## src/rtl/host_config_loader.sv

```systemverilog
// rtl/host_config_loader.sv - assembles a wide configuration word from narrow host writes and commits it atomically
`ifndef H_C_W
`define H_C_W 80
`endif

module host_config_loader #(
  parameter int CFG_W     = `H_C_W,
  parameter int WORD_W    = 32,
  parameter int NUM_WORDS = (CFG_W + WORD_W - 1) / WORD_W,
  parameter int IDX_W     = (NUM_WORDS > 1) ? $clog2(NUM_WORDS) : 1
) (
  input  logic              clk,
  input  logic              rst,
  input  logic              host_wr_valid,
  output logic              host_wr_ready,
  input  logic [WORD_W-1:0] host_wr_data,
  input  logic              host_abort,
  output logic              cfg_valid,
  input  logic              cfg_ready,
  output logic [CFG_W-1:0]  Host_Config,
  output logic              cfg_update,
  output logic              busy,
  output logic [IDX_W-1:0]  word_idx,
  output logic [15:0]       cfg_count
);

  typedef enum logic [1:0] {IDLE, LOAD, WAIT} state_t;

  localparam logic [IDX_W-1:0] LAST_IDX = IDX_W'(NUM_WORDS - 1);

  state_t           state;
  logic [CFG_W-1:0] shadow;
  logic [CFG_W-1:0] shadow_next;
  logic             accept;
  logic             last_word;

  assign host_wr_ready = !rst && (state != WAIT) && !host_abort;
  assign accept        = host_wr_valid && host_wr_ready;
  assign last_word     = (word_idx == LAST_IDX);

  // Bit-wise merge keeps bits of the last word above CFG_W out of the shadow entirely.
  always_comb begin
    shadow_next = shadow;
    for (int b = 0; b < CFG_W; b++) begin
      if (int'(word_idx) == b / WORD_W) shadow_next[b] = host_wr_data[b % WORD_W];
    end
  end

  always_ff @(posedge clk) begin
    if (rst) begin
      state       <= IDLE;
      word_idx    <= '0;
      shadow      <= '0;
      Host_Config <= '0;
      cfg_valid   <= 1'b0;
      cfg_update  <= 1'b0;
      cfg_count   <= '0;
      busy        <= 1'b0;
    end else begin
      cfg_update <= 1'b0;
      if (host_abort) begin
        // Abort outranks a simultaneous commit; shadow is left for the next full rewrite.
        state     <= IDLE;
        word_idx  <= '0;
        cfg_valid <= 1'b0;
        busy      <= 1'b0;
      end else begin
        case (state)
          IDLE, LOAD: begin
            if (accept) begin
              shadow <= shadow_next;
              busy   <= 1'b1;
              if (last_word) begin
                word_idx  <= '0;
                state     <= WAIT;
                cfg_valid <= 1'b1;
              end else begin
                word_idx <= word_idx + IDX_W'(1);
                state    <= LOAD;
              end
            end
          end
          WAIT: begin
            if (cfg_ready) begin
              Host_Config <= shadow;
              cfg_count   <= cfg_count + 16'd1;
              cfg_update  <= 1'b1;
              cfg_valid   <= 1'b0;
              busy        <= 1'b0;
              state       <= IDLE;
            end
          end
          default: begin
            state     <= IDLE;
            word_idx  <= '0;
            cfg_valid <= 1'b0;
            busy      <= 1'b0;
          end
        endcase
      end
    end
  end

endmodule

```

## config.mk

```make
export PLATFORM = sky130hd
export DESIGN_NAME = host_config_loader
export DESIGN_NICKNAME = d
export VERILOG_FILES = /design/src/rtl/host_config_loader.sv
export SDC_FILE = /design/constraint.sdc
export NUM_CORES = 1
export LEC_CHECK = 0
export CAP_MARGIN = 20
export CORE_MARGIN = 3
export CORE_UTILIZATION = 50
export CTS_BUF_LIST = sky130_fd_sc_hd__clkbuf_16
export CTS_CLUSTER_DIAMETER = 100
export DETAILED_ROUTE_END_ITERATION = 16
export PLACE_DENSITY = 0.77
export SKIP_CTS_REPAIR_TIMING = 1
export SYNTH_ARGS = -nofsm -noshare
export SYNTH_HDL_FRONTEND = slang
export SYNTH_SLANG_ARGS = --single-unit
```

## constraint.sdc

```tcl
create_clock -name clk -period 2.5 [get_ports clk]
set_input_delay 0.25 -clock clk [delete_from_list [all_inputs] [get_ports clk]]
set_output_delay 0.25 -clock clk [all_outputs]
set_load 0.005 [all_outputs]
```

==> impl_metrics.env <==
export IMPL_drc=0
export IMPL_initial_utilization=0.514
export IMPL_port_buffers=138
export IMPL_ant_nets=0
export IMPL_drt_iter0_drc=388
export IMPL_r2r_cells=5
export IMPL_end_kind="output pin"
export IMPL_num_vias=5607
export IMPL_finalMaxSlewViolations=0
export IMPL_cts_sinks=183
export IMPL_slew_limit_headroom=0.532
export IMPL_routedWlPerCell_microns=14.5
export IMPL_cp_arrival_ps=1820
export IMPL_rows=41
export IMPL_area_growth_syn_to_layout_pct=31.8
export IMPL_fin_crit_ps=2070
export IMPL_path_clk_slew_ps=60
export IMPL_use_met3=0.0529
export IMPL_skew_ps=4.70
export IMPL_cap_viol_max_count=0
export IMPL_rr_endpoint="cfg_count[14]"
export IMPL_crit_path_max_fanout=7
export IMPL_clk_latency_ps=420
export IMPL_synthCells=800
export IMPL_min_to="Host_Config[72]"
export IMPL_p_per_area_mw_per_mm2=669
export IMPL_ir_drop_mv=0.425
export IMPL_setup_violations_final=0
export IMPL_cts_buffers=17
export IMPL_antenna_cells=0
export IMPL_required_ps=2250
export IMPL_core_sq_mm=0.0127
export IMPL_track_usage=0.223
export IMPL_drive_gt1_frac=0.0488
export IMPL_hold_class="input port to flop"
export IMPL_cts_tree="done"
export IMPL_grt_use_met2=0.356
export IMPL_via_per_inst=5.13
export IMPL_ys_types=38
export IMPL_final_cell_mix="nand2_1, dfxtp_1, a21oi_1"
export IMPL_worstSetupPathType="flop to output pin"
export IMPL_dpl_instance_area_sq_mm=0.00805
export IMPL_setup_tns_ps=0
export IMPL_final_common_cell="nand2_1"
export IMPL_routed_wl_mm=15.9
export IMPL_status="finished clean"
export IMPL_min_from="rst"
export IMPL_grt_pass1_wl_mm=26.2
export IMPL_fin_crit_sh=0.827
export IMPL_fp_dieW_microns=120
export IMPL_cts_htree_levels=4
export IMPL_r2r_start="cfg_count[0]"
export IMPL_cts_buffer_depth=2
export IMPL_pin_count=139
export IMPL_worst_slew_pin_slew_ps=702
export IMPL_dp_hpwl_mm=9.66
export IMPL_synth_warnings=0
export IMPL_final_cell_area_sq_mm=0.00861
export IMPL_hold_viol_final=0
export IMPL_grt_ovfl_total=0
export IMPL_dieArea_sq_mm=0.0145
export IMPL_grt_max_degree=165
export IMPL_root_buffer="clkbuf_16"
export IMPL_netlist_area_sq_mm=0.00654
export IMPL_synth_area_per_cell_sq_um=8.17
export IMPL_grt_setup_unrepaired="false"
export IMPL_fin_nets=947
export IMPL_power_leakage_nw=2.81
export IMPL_grtUsageMet1=0.298
export IMPL_gp_congestion=0.797
export IMPL_critPathLaunchType="flop"
export IMPL_grt_busiest_layer="met2"
export IMPL_holdPathStages=2
export IMPL_firstDrtPassIters=4
export IMPL_grt_pass1_vias=5289
export IMPL_dieHeight_microns=120
export IMPL_yosys_register_bits=183
export IMPL_ys_seq_area_frac=0.560
export IMPL_rrSetupSlack_ps=610
export IMPL_synth_nets=838
export IMPL_antenna_found_initial=0
export IMPL_fmax_ghz=0.484
synthesized netlist by cell type:
cell type	instances	area, sq um
nand2_1	296	1110
dfxtp_1	183	3660
a21oi_1	150	751
clkbuf_1	38	143
nor2_1	35	131
buf_2	16	80.1
mux2i_1	16	160
xnor2_1	6	52.6
nand4_1	5	31.3
nor3_1	5	25.0
xor2_1	5	43.8
nand3_1	4	20.0
o21ai_0	4	20.0
or3_1	4	25.0
and4_1	3	26.3
inv_1	3	11.3
nor2b_1	3	18.8
buf_4	2	15.0
mux2_2	2	22.5
nor4_1	2	12.5
a2bb2oi_1	1	8.76
a311oi_1	1	8.76
a31o_2	1	8.76
and2_1	1	6.26
and3_1	1	6.26
buf_6	1	11.3
ha_1	1	12.5
nand3b_1	1	7.51
nand4bb_1	1	11.3
nor3_2	1	10.0
nor3b_1	1	7.51
nor4_2	1	12.5
nor4b_2	1	15.0
nor4bb_1	1	10.0
o21a_1	1	7.51
o22ai_1	1	6.26
or3_4	1	11.3
or4_4	1	11.3
where the power goes:
group	internal (W)	total, W	switching (W)
Clock	0.00154	0.00261	0.00107
Combinational	0.0000862	0.000203	0.000116
Sequential	0.00294	0.00295	0.0000158
worst max path at each step:
stage,to,from,depth (start not counted)
2_1_floorplan,shadow[71],state[1],7
3_3_place_gp,cfg_count[3],cfg_ready,6
3_5_place_dp,cfg_count[3],cfg_ready,6
4_1_cts,host_wr_ready,state[1],3
5_1_grt,host_wr_ready,state[0],3
6_report,host_wr_ready,state[0],3
metrics by stage:
stage               utilization  instances  setup slack (ps)  hold WS [ps]  power, W
global placement          0.632       1062               287           440   0.00322
floorplan                     -        800               733           327   0.00311
global route              0.677       1094               323           111   0.00594
finish                    0.677       1094               433           118   0.00576
detailed placement        0.632       1062               260           442   0.00322
CTS                       0.677       1094               416          94.6   0.00579
per-layer routing:
layer / share of wire / wire length, microns / vias to the layer above
met5: 0 / 0 / -
li1: - / - / 2827
met1: 0.46 / 7340 / 2610
met4: 0.015 / 237 / 0
met2: 0.47 / 7540 / 147
met3: 0.049 / 777 / 23
critical path, stage by stage, from the launching register on:
cell             delay, ps
dfxtp_1                520
nor2b_1                130
nor3_1                 200
clkdlybuf4s50_1        550
area by class of cell:
| type | instances | area, sq um |
|---|---|---|
| Multi-Input combinational cell | 557 | 2670 |
| Fill cell | 1073 | 4110 |
| Sequential cell | 183 | 3660 |
| Clock buffer | 17 | 425 |
| Timing Repair Buffer | 147 | 1490 |
| Inverter | 3 | 11.3 |
| Clock inverter | 15 | 144 |
| Tap cell | 172 | 215 |
cell families (layout without fill, tap and decap cells):
kind of cell,after synthesis,in the layout,share of synthesized area
AOI/OAI and AO/OA,159,159,0.124
DFF,183,183,0.560
adders and majority gates,1,1,0.00191
and+or+nand+nor,368,368,0.231
xor gates and xnor gates,11,11,0.0147
buffers and inverters,60,182,0.0398
muxes,18,18,0.0279
registers in the layout, indices dropped and copies added (netlist names):
signal,cells
busy,1
cfg_count,16
state,2
word_idx,2
Host_Config,80
cfg_update,1
cfg_valid,1
shadow,80
Note: power is estimated with default switching activity, not from simulation.
